[src/rtl/xsyncfilter_if.sv]
// xsyncfilter_if: synchronized input bus, sticky-flag clears and filtered outputs of xsyncfilter.
interface xsyncfilter_if #(parameter int BWID = 1);
  logic [BWID-1:0] x, clr, y, rise, fall, chg;
  logic any_chg;
  modport master(output x, clr, input y, rise, fall, chg, any_chg);
  modport slave(input x, clr, output y, rise, fall, chg, any_chg);
endinterface

[src/rtl/xsyncfilter.sv]
// xsyncfilter: per-bit stability filter with rise/fall pulses and sticky change flags.
module xsyncfilter #(
  parameter int BWID = 1,
  parameter int NSTABLE = 4,
  parameter logic [BWID-1:0] INIT = '0
) (
  input logic dclk,
  input logic drst_n,
  xsyncfilter_if.slave bus
);
  localparam int CW = NSTABLE > 1 ? $clog2(NSTABLE) : 1;
  localparam logic [CW-1:0] LAST = CW'(NSTABLE - 1);
  logic [BWID-1:0] y, rise, fall, chg, acc;
  logic [CW-1:0] cnt [BWID];
  always_comb begin
    acc = '0;
    for (int i = 0; i < BWID; i++) acc[i] = (bus.x[i] != y[i]) && (cnt[i] == LAST);
  end
  // a counter restarts whenever the input agrees with y or a change is accepted
  always_ff @(posedge dclk or negedge drst_n)
    if (!drst_n) begin
      y <= INIT;
      rise <= '0;
      fall <= '0;
      chg <= '0;
      for (int i = 0; i < BWID; i++) cnt[i] <= '0;
    end else begin
      y <= y ^ acc;
      rise <= acc & bus.x;
      fall <= acc & ~bus.x;
      chg <= (chg & ~bus.clr) | acc;
      for (int i = 0; i < BWID; i++) cnt[i] <= (bus.x[i] == y[i] || acc[i]) ? '0 : cnt[i] + 1'b1;
    end
  assign bus.y = y;
  assign bus.rise = rise;
  assign bus.fall = fall;
  assign bus.chg = chg;
  assign bus.any_chg = |chg;
endmodule

[src/flat_wrapper.sv]
// flat-port wrapper written by rule: the top's interface ports become plain ports
module xsyncfilter_flat 
#(
  parameter int BWID = 1,
  parameter int NSTABLE = 4,
  parameter logic [BWID-1:0] INIT = '0
)
  (dclk, drst_n, bus_x, bus_clr, bus_y, bus_rise, bus_fall, bus_chg, bus_any_chg);
  xsyncfilter_if #(.BWID(BWID)) bus_i ();
  input logic dclk;
  input logic drst_n;
  input wire logic [$bits(bus_i.x)-1:0] bus_x;
  input wire logic [$bits(bus_i.clr)-1:0] bus_clr;
  output wire logic [$bits(bus_i.y)-1:0] bus_y;
  output wire logic [$bits(bus_i.rise)-1:0] bus_rise;
  output wire logic [$bits(bus_i.fall)-1:0] bus_fall;
  output wire logic [$bits(bus_i.chg)-1:0] bus_chg;
  output wire logic [$bits(bus_i.any_chg)-1:0] bus_any_chg;
  assign bus_i.x = bus_x;
  assign bus_i.clr = bus_clr;
  assign bus_y = bus_i.y;
  assign bus_rise = bus_i.rise;
  assign bus_fall = bus_i.fall;
  assign bus_chg = bus_i.chg;
  assign bus_any_chg = bus_i.any_chg;
  xsyncfilter #(.BWID(BWID), .NSTABLE(NSTABLE), .INIT(INIT)) u_core (.dclk(dclk), .drst_n(drst_n), .bus(bus_i));
endmodule
[config.mk]
export PLATFORM = sky130hd
export DESIGN_NAME = xsyncfilter_flat
export DESIGN_NICKNAME = d
export VERILOG_FILES = /design/src/rtl/xsyncfilter_if.sv /design/src/rtl/xsyncfilter.sv /design/src/flat_wrapper.sv
export SDC_FILE = /design/constraint.sdc
export NUM_CORES = 1
export LEC_CHECK = 0
export CAP_MARGIN = 20
export CORE_AREA = 2 2 39 41
export CTS_CLUSTER_SIZE = 20
export DETAILED_ROUTE_END_ITERATION = 8
export DIE_AREA = 0 0 41 43
export GPL_ROUTABILITY_DRIVEN = 0
export SYNTH_ARGS = -nofsm -noshare
export SYNTH_HDL_FRONTEND = slang
export SYNTH_SLANG_ARGS = --single-unit
[constraint.sdc]
create_clock -name dclk -period 2.6 [get_ports dclk]
set_clock_uncertainty 0.1 [all_clocks]
set_input_delay 0.52 -clock dclk [delete_from_list [all_inputs] [get_ports dclk]]
set_output_delay 0.52 -clock dclk [all_outputs]
set_load 0.01 [all_outputs]
# Word-level counts from Yosys, hierarchy flattened
# Cells that the tools add are included.
[op_classes]
addsub = 1
bitwise = 7
muxes = 1
n_eq_ne = 3
reduce_logical = 2
[op_table]
columns = ["operator", "count"]
rows = [
  ["$and A1 B1 Y1", 3],
  ["$add A2 B1 Y2 const B", 1],
  ["$eq A2 B2 Y1 const B", 1],
  ["$mux W2", 1],
  ["$not A1 Y1", 2],
  ["$eq A1 B1 Y1", 1],
  ["$logic_and A1 B1 Y1", 1],
  ["$logic_or A1 B1 Y1", 1],
  ["$ne A1 B1 Y1", 1],
  ["$or A1 B1 Y1", 1],
  ["$xor A1 B1 Y1", 1],
]
[word_totals]
elab_cells = 19
register_bits = 6

# Longest topological paths before layout
[depth]
ltp_word = 4
ltp_mapped = 3
depth_no_buf = 3

# Least setup slack after synthesis
# OpenSTA, ideal clock, no wires.
[synth_timing]
path_type = "reg-to-output"
start = "register u_core.chg, in the netlist u_core.bus.any_chg"
end = "output port bus_chg"
n_path_buf = 1
path_stages_with_launch = 2
setup_slack_ps = 1428
arrival_ps = 552
path_cell_list = "dfrtp_1 > buf_4"
[synth_rtl]
columns = ["element", "line", "source"]
rows = [
  ["start: declaration", "xsyncfilter.sv:13", "logic [BWID-1:0] y, rise, fall, chg, acc;"],
  ["start signal: assignment", "xsyncfilter.sv:31", "chg <= (chg & ~bus.clr) | acc;"],
  ["end: declaration", "flat_wrapper.sv:17", "output wire logic [$bits(bus_i.chg)-1:0] bus_chg;"],
]
# No word-level cell between the ends.

==> flow_metrics.env <==
export IMPL_finalNetCount=36
export IMPL_power_density_mw_per_mm2=927
export IMPL_postCtsHoldBufs=0
export IMPL_syn_nets=24
export IMPL_cp_depth=1
export IMPL_firstDrtPassIters=2
export IMPL_p_clk_share_pct=26.1
export IMPL_ctsRootBufferMaster="clkbuf_4"
export IMPL_grt_max_degree=7
export IMPL_min_delay_start="u_core.cnt[0]$_DFF_PN0_"
export IMPL_clkTransAtPathRegs_ns=0.04
export IMPL_postCtsSetupRepairBufs=0
export IMPL_crit_path_start_kind="flip-flop"
export IMPL_tightest_slew_ns=0.310
export IMPL_vias=158
export IMPL_start_util_pct=16.7
export IMPL_critPathCaptureType="output port"
export IMPL_cp_cell_sequence="clkdlybuf4s50_1"
export IMPL_antenna_found_initial=0
export IMPL_worst_slew_margin_rel_pct=79.2
export IMPL_fp_row_count=14
export IMPL_pwr_share_comb_pct=31.3
export IMPL_slowest_delay_ns=0.56
export IMPL_arrival_ns=1.19
export IMPL_clock_fmax_ghz=0.553
export IMPL_drt_iter0_drc=1
export IMPL_synth_area_per_cell_um2=12.2
export IMPL_cts_buffers=3
export IMPL_slew_viol_final=0
export IMPL_endpoint="bus_y"
export IMPL_overflow=0
export IMPL_cts_max_path_buffers=2
export IMPL_vias_per_cell=3.51
export IMPL_clock_latency_ns=0.24
export IMPL_p_leak_nw=0.152
export IMPL_slowest_stage="clkdlybuf4s50_1"
export IMPL_core_mm2=0.00138
export IMPL_grt_pass1_wl_um=634
export IMPL_hold_viol_final=0
export IMPL_cp_max_fo=4
export IMPL_syn_area_um2=231
export IMPL_cts_htree_levels=1
export IMPL_period_share_pct=69.5
export IMPL_synth_warning_count=0
export IMPL_whs_ns=0.337
export IMPL_p_int_uw=229
export IMPL_placed_area_um2=324
export IMPL_hold_path_depth=1
export IMPL_utilization_pct=25.0
export IMPL_grt_use_total_pct=5.84
export IMPL_max_cap_violations=0
export IMPL_wl_per_cell_um=8.18
export IMPL_p_sw_uw=91.8
export IMPL_outcome="finished, final reports clean"
export IMPL_seq_area_frac_synth_pct=64.9
export IMPL_fin_area_um2=347
export IMPL_hpwlAfterDp_um=295
export IMPL_cts_num_sinks=6
export IMPL_syn_instance_count=19
export IMPL_critical_path_class="flip-flop to output port"
export IMPL_most_common_layout_cells="8 x clkdlybuf4s50_1, 6 x dfrtp_1, 3 x inv_1, 3 x clkbuf_4, 2 x nor3_1"
export IMPL_fp_dieW_um=41
export IMPL_r2r_slack_ns=1.53
export IMPL_portBuffers=8
export IMPL_num_antenna_cells=0
export IMPL_fin_total_pwr_uw=321
export IMPL_fin_crit_ns=1.81
export IMPL_setup_tns_ns=0
export IMPL_synth_seq_cells=6
export IMPL_grt_pass1_vias=157
export IMPL_cts_resized=0
export IMPL_syn_to_final_growth_pct=49.7
export IMPL_swShare_pct=28.6
export IMPL_rsz0062_at_grt="no"
export IMPL_crit_required_ns=1.98
export IMPL_layout_commonest_cell="clkdlybuf4s50_1"
export IMPL_io_pin_count=9
export IMPL_cp_top_family="buffers and inverters"
export IMPL_drive_gt1_share_pct=13.8
export IMPL_ys_types=11
export IMPL_ir_worst_vdd_mv=0.236
export IMPL_reg2reg_depth=2
export IMPL_power_frac_seq_pct=42.6
export IMPL_die_h_um=43
export IMPL_holdCritPathClass="flip-flop to flip-flop"
export IMPL_timing_rr_end="u_core.bus.any_chg$_DFF_PN0_"
export IMPL_wirelength_um=368
export IMPL_dieArea_mm2=0.00176
export IMPL_tritoncts="yes"
export IMPL_path_buf_inv=1
export IMPL_setup_viol=0
export IMPL_ant_nets=0
export IMPL_drcViolationCount=0
synthesized netlist by cell type:
| library cell | n | share of area (%) |
|---|---|---|
| buf_4 | 1 | 3.2 |
| dfrtp_1 | 6 | 65 |
| ha_1 | 1 | 5.4 |
| inv_1 | 3 | 4.9 |
| nand2_1 | 1 | 1.6 |
| nor2_1 | 1 | 1.6 |
| nor3_1 | 2 | 4.3 |
| nor3b_2 | 1 | 5.4 |
| o21ai_0 | 1 | 2.2 |
| o22ai_1 | 1 | 2.7 |
| xnor2_1 | 1 | 3.8 |
metrics by stage:
stage	setup slack (ns)	cells
floorplan	1.43	19
global placement	0.922	42
detailed placement	0.919	42
CTS	0.779	45
global route	0.747	45
finish	0.792	45
layout make-up:
cell class | instances | area, µm²
tap | 16 | 20.0
multi-input combinational | 9 | 62.6
sequential | 6 | 150
inverter | 3 | 11.3
timing repair buffer | 8 | 80.1
fill | 158 | 1040
clock buffer | 3 | 22.5
layer usage:
metal | global-route usage [%] | vias to the layer above | wire length [µm] | part of all wire, %
li1 | - | 80 | - | -
met1 | 7.79 | 66 | 180 | 49
met2 | 5.94 | 10 | 129 | 35
met3 | 3.14 | 2 | 45 | 12
met4 | 6.00 | 0 | 12 | 3.3
met5 | 0 | - | 0 | 0
power by group through the flow:
stage	clock (mW)	sequential (mW)	combinational [mW]
after global routing	0.0944	0.141	0.115
after floorplan	0	0.142	0.0539
after global placement	0	0.137	0.102
final	0.0839	0.137	0.101
after detailed placement	0	0.139	0.103
after CTS	0.0869	0.138	0.103
kinds of logic (layout without fill, tap and decap cells):
kind of cell | Yosys count | count (layout) | share of synthesized area, %
AO/OA/AOI/OAI | 2 | 2 | 4.86
flip-flops | 6 | 6 | 64.9
AND/OR/NAND/NOR | 5 | 5 | 13.0
buffers and inverters | 4 | 14 | 8.11
XOR/XNOR | 1 | 1 | 3.78
adder cells (fa/ha/maj) | 1 | 1 | 5.40
worst min-delay path by stage:
stage / end / slack [ns]
floorplan: async pin / 0.12
global route: u_core.cnt[0]$_DFF_PN0_ / 0.38
detailed placement: u_core.cnt[0]$_DFF_PN0_ / 0.34
finish: u_core.cnt[0]$_DFF_PN0_ / 0.34
global placement: u_core.cnt[0]$_DFF_PN0_ / 0.33
CTS: u_core.cnt[0]$_DFF_PN0_ / 0.35
No activity file was read; power rests on OpenSTA's default activity.
